`src/rtl/proc_pkg.sv`:
```
// Shared types for the self-sequencing datapath control unit.
package proc_pkg;

    typedef enum logic [1:0] {
        OP_LDMV = 2'b00,
        OP_IMOV = 2'b01,
        OP_ADDI = 2'b10,
        OP_SUBI = 2'b11
    } op_e;

    // Function codes double as ALU operation encodings.
    typedef enum logic [3:0] {
        F_LOAD  = 4'h0,
        F_COPY  = 4'h1,
        F_ADD   = 4'h2,
        F_SUB   = 4'h3,
        F_NEG   = 4'h4,
        F_NOT   = 4'h5,
        F_AND   = 4'h6,
        F_OR    = 4'h7,
        F_XOR   = 4'h8,
        F_LSL   = 4'h9,
        F_LSR   = 4'hA,
        F_ASR   = 4'hB,
        F_RSV_C = 4'hC,
        F_RSV_D = 4'hD,
        F_RSV_E = 4'hE,
        F_RSV_F = 4'hF
    } func_e;

    typedef enum logic [1:0] {
        T0 = 2'd0,
        T1 = 2'd1,
        T2 = 2'd2,
        T3 = 2'd3
    } step_e;

    typedef enum logic [2:0] {
        CLS_LOAD    = 3'd0,
        CLS_COPY    = 3'd1,
        CLS_BINARY  = 3'd2,
        CLS_UNARY   = 3'd3,
        CLS_IMM_MOV = 3'd4,
        CLS_IMM_ALU = 3'd5,
        CLS_ILLEGAL = 3'd6
    } cls_e;

    localparam logic [3:0] ALU_ADD = 4'b0010;
    localparam logic [3:0] ALU_SUB = 4'b0011;

endpackage

```
`src/rtl/proc_instr_decode.sv`:
```
// Combinational field extraction and instruction classification of the IR.
module proc_instr_decode
    import proc_pkg::*;
#(
    parameter int unsigned DATA_W     = 10,
    parameter int unsigned NREG       = 4,
    parameter bit          IMM_SIGNED = 1'b0
) (
    input  logic [DATA_W-1:0]        ir_i,
    output op_e                      op_o,
    output logic [$clog2(NREG)-1:0]  rx_o,
    output logic [$clog2(NREG)-1:0]  ry_o,
    output func_e                    func_o,
    output logic [DATA_W-1:0]        imm_o,
    output cls_e                     cls_o
);
    localparam int unsigned REG_AW = $clog2(NREG);
    localparam int unsigned IMM_W  = DATA_W - 2 - REG_AW;

    logic sign_bit;

    assign op_o     = op_e'(ir_i[DATA_W-1 -: 2]);
    assign rx_o     = ir_i[DATA_W-3 -: REG_AW];
    assign ry_o     = ir_i[DATA_W-3-REG_AW -: REG_AW];
    assign func_o   = func_e'(ir_i[3:0]);
    assign sign_bit = IMM_SIGNED ? ir_i[IMM_W-1] : 1'b0;
    assign imm_o    = {{(DATA_W-IMM_W){sign_bit}}, ir_i[IMM_W-1:0]};

    always_comb begin
        cls_o = CLS_ILLEGAL;
        unique case (op_o)
            OP_IMOV:          cls_o = CLS_IMM_MOV;
            OP_ADDI, OP_SUBI: cls_o = CLS_IMM_ALU;
            default: begin
                case (func_o)
                    F_LOAD:                   cls_o = CLS_LOAD;
                    F_COPY:                   cls_o = CLS_COPY;
                    F_NEG, F_NOT:             cls_o = CLS_UNARY;
                    F_ADD, F_SUB, F_AND, F_OR,
                    F_XOR, F_LSL, F_LSR, F_ASR: cls_o = CLS_BINARY;
                    default:                  cls_o = CLS_ILLEGAL;
                endcase
            end
        endcase
    end

endmodule

```
`src/rtl/proc_sequencer.sv`:
```
// Self-sequencing control unit: latches instructions and walks T0-T3 driving datapath strobes.
module proc_sequencer
    import proc_pkg::*;
#(
    parameter int unsigned DATA_W     = 10,
    parameter int unsigned NREG       = 4,
    parameter bit          IMM_SIGNED = 1'b0
) (
    input  logic                     clk,
    input  logic                     reset,
    input  logic [DATA_W-1:0]        instr,
    input  logic                     instr_valid,
    output logic                     instr_ready,
    output logic                     ext,
    output logic                     ir_in,
    output logic [$clog2(NREG)-1:0]  rin,
    output logic [$clog2(NREG)-1:0]  rout,
    output logic                     enw,
    output logic                     enr,
    output logic                     ain,
    output logic                     gin,
    output logic                     gout,
    output logic [3:0]               alu_op,
    output logic [DATA_W-1:0]        imm,
    output logic                     imm_en,
    output logic                     busy,
    output logic                     done,
    output logic                     illegal
);
    localparam int unsigned REG_AW = $clog2(NREG);

    step_e               step_q, step_d;
    logic [DATA_W-1:0]   ir_q, ir_d;

    op_e                 op;
    logic [REG_AW-1:0]   rx, ry;
    func_e               func;
    logic [DATA_W-1:0]   imm_x;
    cls_e                cls;

    proc_instr_decode #(
        .DATA_W     (DATA_W),
        .NREG       (NREG),
        .IMM_SIGNED (IMM_SIGNED)
    ) u_decode (
        .ir_i   (ir_q),
        .op_o   (op),
        .rx_o   (rx),
        .ry_o   (ry),
        .func_o (func),
        .imm_o  (imm_x),
        .cls_o  (cls)
    );

    always_ff @(posedge clk) begin
        if (reset) begin
            step_q <= T0;
            ir_q   <= '0;
        end else begin
            step_q <= step_d;
            ir_q   <= ir_d;
        end
    end

    // Next step and strobes; reset forces every output low regardless of step.
    always_comb begin
        step_d      = step_q;
        ir_d        = ir_q;
        instr_ready = 1'b0;
        ext         = 1'b0;
        ir_in       = 1'b0;
        rin         = '0;
        rout        = '0;
        enw         = 1'b0;
        enr         = 1'b0;
        ain         = 1'b0;
        gin         = 1'b0;
        gout        = 1'b0;
        alu_op      = 4'b0000;
        imm         = '0;
        imm_en      = 1'b0;
        done        = 1'b0;
        illegal     = 1'b0;
        busy        = (step_q != T0);

        unique case (step_q)
            T0: begin
                instr_ready = 1'b1;
                if (instr_valid) begin
                    ext    = 1'b1;
                    ir_in  = 1'b1;
                    ir_d   = instr;
                    step_d = T1;
                end
            end
            T1: begin
                step_d = T0;
                case (cls)
                    CLS_LOAD: begin
                        instr_ready = 1'b1;
                        if (instr_valid) begin
                            ext  = 1'b1;
                            rin  = rx;
                            enw  = 1'b1;
                            done = 1'b1;
                        end else begin
                            step_d = T1;
                        end
                    end
                    CLS_COPY: begin
                        rout = ry;
                        enr  = 1'b1;
                        rin  = rx;
                        enw  = 1'b1;
                        done = 1'b1;
                    end
                    CLS_BINARY, CLS_IMM_ALU: begin
                        rout   = rx;
                        enr    = 1'b1;
                        ain    = 1'b1;
                        step_d = T2;
                    end
                    CLS_UNARY: begin
                        rout   = ry;
                        enr    = 1'b1;
                        gin    = 1'b1;
                        alu_op = func;
                        step_d = T2;
                    end
                    CLS_IMM_MOV: begin
                        imm_en = 1'b1;
                        imm    = imm_x;
                        rin    = rx;
                        enw    = 1'b1;
                        done   = 1'b1;
                    end
                    default: begin
                        illegal = 1'b1;
                        done    = 1'b1;
                    end
                endcase
            end
            T2: begin
                step_d = T0;
                case (cls)
                    CLS_BINARY: begin
                        rout   = ry;
                        enr    = 1'b1;
                        gin    = 1'b1;
                        alu_op = func;
                        step_d = T3;
                    end
                    CLS_IMM_ALU: begin
                        imm_en = 1'b1;
                        imm    = imm_x;
                        gin    = 1'b1;
                        alu_op = (op == OP_ADDI) ? ALU_ADD : ALU_SUB;
                        step_d = T3;
                    end
                    CLS_UNARY: begin
                        rin  = rx;
                        enw  = 1'b1;
                        gout = 1'b1;
                        done = 1'b1;
                    end
                    default: ;
                endcase
            end
            T3: begin
                step_d = T0;
                if (cls == CLS_BINARY || cls == CLS_IMM_ALU) begin
                    rin  = rx;
                    enw  = 1'b1;
                    gout = 1'b1;
                    done = 1'b1;
                end
            end
            default: step_d = T0;
        endcase

        if (reset) begin
            instr_ready = 1'b0;
            ext         = 1'b0;
            ir_in       = 1'b0;
            rin         = '0;
            rout        = '0;
            enw         = 1'b0;
            enr         = 1'b0;
            ain         = 1'b0;
            gin         = 1'b0;
            gout        = 1'b0;
            alu_op      = 4'b0000;
            imm         = '0;
            imm_en      = 1'b0;
            busy        = 1'b0;
            done        = 1'b0;
            illegal     = 1'b0;
        end
    end

endmodule

```
`config.mk`:
```
export PLATFORM = sky130hd
export DESIGN_NAME = proc_sequencer
export DESIGN_NICKNAME = d
export VERILOG_FILES = /design/src/rtl/proc_pkg.sv /design/src/rtl/proc_instr_decode.sv /design/src/rtl/proc_sequencer.sv
export SDC_FILE = /design/constraint.sdc
export NUM_CORES = 1
export LEC_CHECK = 0
export BUFFER_PORTS_ARGS = -buffer_cell sky130_fd_sc_hd__buf_4
export CORE_MARGIN = 1
export CORE_UTILIZATION = 39
export CTS_CLUSTER_SIZE = 14
export DETAILED_ROUTE_END_ITERATION = 12
export GPL_TIMING_DRIVEN = 0
export PLACE_DENSITY = 0.72
export SETUP_SLACK_MARGIN = 0.5
export SLEW_MARGIN = 20
export SYNTH_ARGS = -nofsm -noshare
export SYNTH_HDL_FRONTEND = slang
export SYNTH_SLANG_ARGS = --single-unit
```
`constraint.sdc`:
```
create_clock -name clk -period 2.1 [get_ports clk]
set_input_delay 0.21 -clock clk [delete_from_list [all_inputs] [get_ports clk]]
set_output_delay 0.21 -clock clk [all_outputs]
set_load 0.1 [all_outputs]
```
Word level (Yosys, flattened, before mapping)
Memories as Yosys holds them, arrays and structs flattened. A register that Yosys moved wholly into a read port is not among the register bits.
Cells that the tools add are included.
{"block": "op_classes", "n_eq_ne": 12, "muxes": 63, "reduce_logical": 12}
{"op": "$mux 1", "n": 28}
{"op": "$mux 2", "n": 8}
{"op": "$mux 4", "n": 4}
{"op": "$pmux 1 s2", "n": 8}
{"op": "$pmux 2 s2", "n": 4}
{"op": "$pmux 4 s2", "n": 2}
{"op": "$mux 6", "n": 2}
{"op": "$pmux 6 s2", "n": 1}
{"op": "$mux 10", "n": 1}
{"op": "$eq 2x2->1 const B", "n": 4}
{"op": "$pmux 2 s4", "n": 1}
{"op": "$reduce_or 2->1", "n": 4}
{"op": "$eq 3x2->1 const B", "n": 2}
{"op": "$eq 3x3->1 const B", "n": 2}
{"op": "$pmux 1 s3", "n": 2}
{"op": "$pmux 2 s3", "n": 1}
{"op": "$pmux 3 s2", "n": 1}
{"op": "$reduce_or 6->1", "n": 1}
{"op": "$eq 2x1->1 const B", "n": 2}
{"op": "$reduce_or 4->1", "n": 1}
{"op": "$eq 3x1->1 const B", "n": 1}
{"op": "$logic_not 3->1", "n": 1}
{"op": "$reduce_or 3->1", "n": 1}
{"op": "$logic_not 2->1", "n": 1}
{"op": "4 further kinds", "n": 4}
{"block": "totals", "in_bits": 13, "word_cells": 90, "out_inout_bits": 30, "n_memories": 1, "ff_bits": 12, "romBits": 48}
{"memory": "(name not given)", "depth": 16, "width": 3, "rd": 1, "rd_clocked_by_memory_dff": 1, "write_ports": 0, "line": "proc_instr_decode.sv:35", "text": "case (func_o)"}

Logic depth before layout (Yosys ltp)
{"block": "depth", "ltp_word": 8, "ltp_mapped": 8, "mapped_depth_nobuf": 6}

Modules after synthesis
Synthesis repeated with hierarchy kept, for this count alone.
{"block": "unflattened", "hier_cells": 171, "area_unflattened_um2": 1192.4}
{"module": "proc_sequencer", "seq_area_each_um2": 240.2, "area_each_um2": 994.7, "cells_each": 144, "n_inst": 1}
{"module": "proc_instr_decode", "seq_area_each_um2": 0.0, "area_each_um2": 197.7, "cells_each": 27, "n_inst": 1}

Worst setup path before layout
No wires, ideal clock.
{"block": "synth_path", "kind": "reg2out", "startpoint": "reg step_q[0]", "endpoint": "out done", "path_stages_with_launch": 6, "t_required_ns": 1.890, "path_buffers": 1, "t_arrival_ns": 4.404, "setup_slack_ns": -2.514, "path_cell_list": "dfxtp_1 > inv_1 > ha_1 > buf_2 > nor2_1 > a21boi_0"}
{"block": "synth_between", "elab_chain_len": 3, "word_cells_on_any_way": 5, "classes_between": "eq/ne (3); mux (2)"}
{"element": "from (decl)", "line": "proc_sequencer.sv:32", "text": "step_e step_q, step_d;"}
{"element": "from (signal assigned)", "line": "proc_sequencer.sv:60", "text": "step_q <= step_d;"}
{"element": "$eq 2x2->1 or $eq 2x1->1 (tied branches)", "line": "proc_sequencer.sv:86", "text": "unique case (step_q)"}
{"element": "$pmux 1 s3 (*)", "line": "proc_sequencer.sv:86"}
{"element": "$mux 1 (*)", "line": "proc_sequencer.sv:181", "text": "if (reset) begin"}
{"element": "to (decl)", "line": "proc_sequencer.sv:27", "text": "output logic done,"}
Every way passes the cells marked *; elsewhere a longest branch is shown, timed or not.

==> results.toml <==
[floorplanning]
die_area_sq_um = 3100
core.rowCount = 19
io_pins = 43
fp.dieH_microns = 55.6
core_area_sq_um = 2730
start_util_pct = 41.1
fp.dieW_microns = 55.6

[synth]
synth_flop_cell = "dfxtp_1"
synth_top_area_share_pct = 26.8
ys_top_cells_by_count = "nand2_1, a21oi_1, dfxtp_1, nor2_1, and2_1"
yosysSeqAreaShare_pct = 26.8
synthesis.area_sq_um = 1120
async_flop_share_pct = 0
synth_edf_count = 0
ys_warn_count = 0
synthCells = 152
syn_avg_cell_area_sq_um = 7.38
synth.largest_area_cell = "dfxtp_1"
ys_types = 39
synthTopCellsByArea = "dfxtp_1, nand2_1, a21oi_1, and2_1, nor2_1"
ys_seq_elements = 15
synth.most_common_cell = "nand2_1"

[clock_network]
cts_max_level = 1
cts.path.max_buffers = 2
ctsHoldBuffers = 0
clock-sinks = 15
cts.clk_slew.worst_paths_ns = 0.11
root_buffer = "clkbuf_4"
clock_insertion_delay_worst_skew_ns = 0.30
cts_tree = "yes"
cts_made_buffers = 3

[sta]
rsz0062_at_grt = "true"
fmax_ghz = 0.458
finalCritPeriodShare_pct = 104
clock_skew_ns = 0.00841
hold_ws_ns = 0.162
period_needed_ns = 2.19
fin_setup_tns_ns = -0.769
fin_ws_ns = -0.0856
finalHoldViolCount = 0
finalMaxSlewViolations = 0
setup_viol = 14

[detailed_routing]
drtAntennaViolNets = 0
drc = 0
viasPerCell = 6.30
drtIter0Drc = 116
drt_pass1_iterations = 5
routed_wl_mm = 6.17
wl_per_cell_microns = 25.1
route.vias.total = 1551

[place]
dp_hpwl_mm = 2.47
gp_congestion = 0.901
port_buffers = 38

[pwr]
sw_frac_of_total_pct = 45.3
leakage_nw = 0.969
p_switching_w = 0.000543
internal-power_w = 0.000657
sequentialPowerShare_pct = 28.7
power_density_nw_per_um2 = 479
p_total_w = 0.00120
peakVddDrop_mv = 0.521
p_clk_share_pct = 15.0
pwr-share-comb_pct = 56.3

[critical_path]
cp_max_fo = 5
r2r_start = "step_q[0]"
worstPathArrival_ns = 1.98
path_class = "flop to output pin"
cp.required_ns = 1.89
start_kind = "flop"
slowest_delay_ns = 0.34
crit_chain = "buf_6 > buf_4 > nor2b_2 > a21o_4 > o21a_4 > a32o_4 > buf_12"
crit_path_top_delay_cell = "dfxtp_2"
worst_setup_path_end_kind = "output pin"

[global_route]
grt_max_degree = 11
grt_pass1_vias = 1439
grt_pass1_wl_mm = 7.78
globalRouteTotalUtil_pct = 32.5
antenna_found_initial = 0
grt_overflow = 0

[outcome]
outcome = "finished, violations left"
violations = "setup timing"

[layout]
layout-drive-gt1-share_pct = 69.3
syn_to_final_growth_pct = 123
final_nets = 233
n_antenna_cell = 0

[flow_run]
maxCapViolations = 0

[min_path]
hp-start = "instr[9]"
hp-class = "input port to flop"
==> cell families (layout without fill, tap and decap cells) <==
family	count (synthesis)	in the layout	synth area share [%]
flip-flops	15	15	26.8
AND/OR/NAND/NOR	74	74	35.0
AO/OA/AOI/OAI	38	38	22.2
buffers and inverters	17	77	8.58
other	1	4	0.334
multiplexers	3	3	2.68
adder cells (fa/ha/maj)	4	4	4.46
==> through the flow <==
step	cell area [sq um]	cells	util, %	worst slack (ns)
2_1_floorplan	1370	155	-	-0.0723
3_3_place_gp	1690	224	61.9	0.0555
3_5_place_dp	1690	224	61.9	0.0423
4_1_cts	2380	238	87.2	-0.0276
5_1_grt	2510	246	91.7	-0.180
6_report	2510	246	91.7	-0.0856
==> final cells by class <==
class	instances	area, sq um
Multi-Input combinational cell	123	1210
Clock inverter	1	5.00
Fill cell	90	228
Tap cell	31	38.8
Clock buffer	3	22.5
Buffer	13	133
Sequential cell	15	313
Inverter	4	20.0
Timing Repair Buffer	56	768
==> repair_timing <==
| action | in CTS | in global routing |
|---|---|---|
| pin swaps | 28 | 16 |
| buffers inserted | 10 | 8 |
| gates cloned | 0 | 0 |
| setup endpoints to repair | 32 | 30 |
| resized for setup | 142 | 14 |
==> cells in the final DEF (no fill, tap or decap), types with 2 or more instances in the layout <==
cell      instances
dfxtp_2           4
nor2_4            8
nand2_4           3
a211oi_1          2
dfxtp_4           2
conb_1            4
nor4b_4           2
a21oi_1          11
clkbuf_4          4
a21oi_4           5
ha_4              3
o21ai_2           2
nor2_1            6
a32o_4            2
nand2_1          17
buf_4            28
nor3_1            3
nor2b_4           4
o21ai_4           2
inv_4             2
nor3_4            3
o21a_1            2
buf_6            10
mux2i_2           2
dfxtp_1           9
nor2_2            2
buf_12           28
and2_4           10
==> worst max-delay path: cells and delay by family, from the launching register on <==
family / cells / cell delay [ns]
DFF: 1 / 0.34
buffers and inverters: 3 / 0.44
and+or+nand+nor: 1 / 0.07
AOI/OAI and AO/OA: 3 / 0.81
==> routing by layer <==
| metal | wire length, microns | GRT usage (%) |
|---|---|---|
| met5 | 0 | 0 |
| met4 | 239 | 10.0 |
| met3 | 599 | 4.88 |
| met2 | 3140 | 58.7 |
| met1 | 2200 | 39.4 |
==> worst paths after layout <==
| kind | endpoint | slack, ns | depth (start not counted) |
|---|---|---|---|
| worst min-delay path | ir_q[9] | 0.16 | 3 |
| worst max register to register | flop | 0.24 | 8 |
| worst min register to register | ir_q[6] | 0.56 | 2 |
| worst max-delay path | rout[0] | -0.09 | 7 |
==> power by group through the flow <==
stage,Sequential [W],Clock (W),Combinational [W]
after floorplan,0.000334,0,0.000341
after global placement,0.000338,0,0.000417
after detailed placement,0.000339,0,0.000423
after CTS,0.000336,0.000172,0.000570
after global routing,0.000345,0.000203,0.000691
final,0.000344,0.000180,0.000676
(Power assumes the default switching activity.)
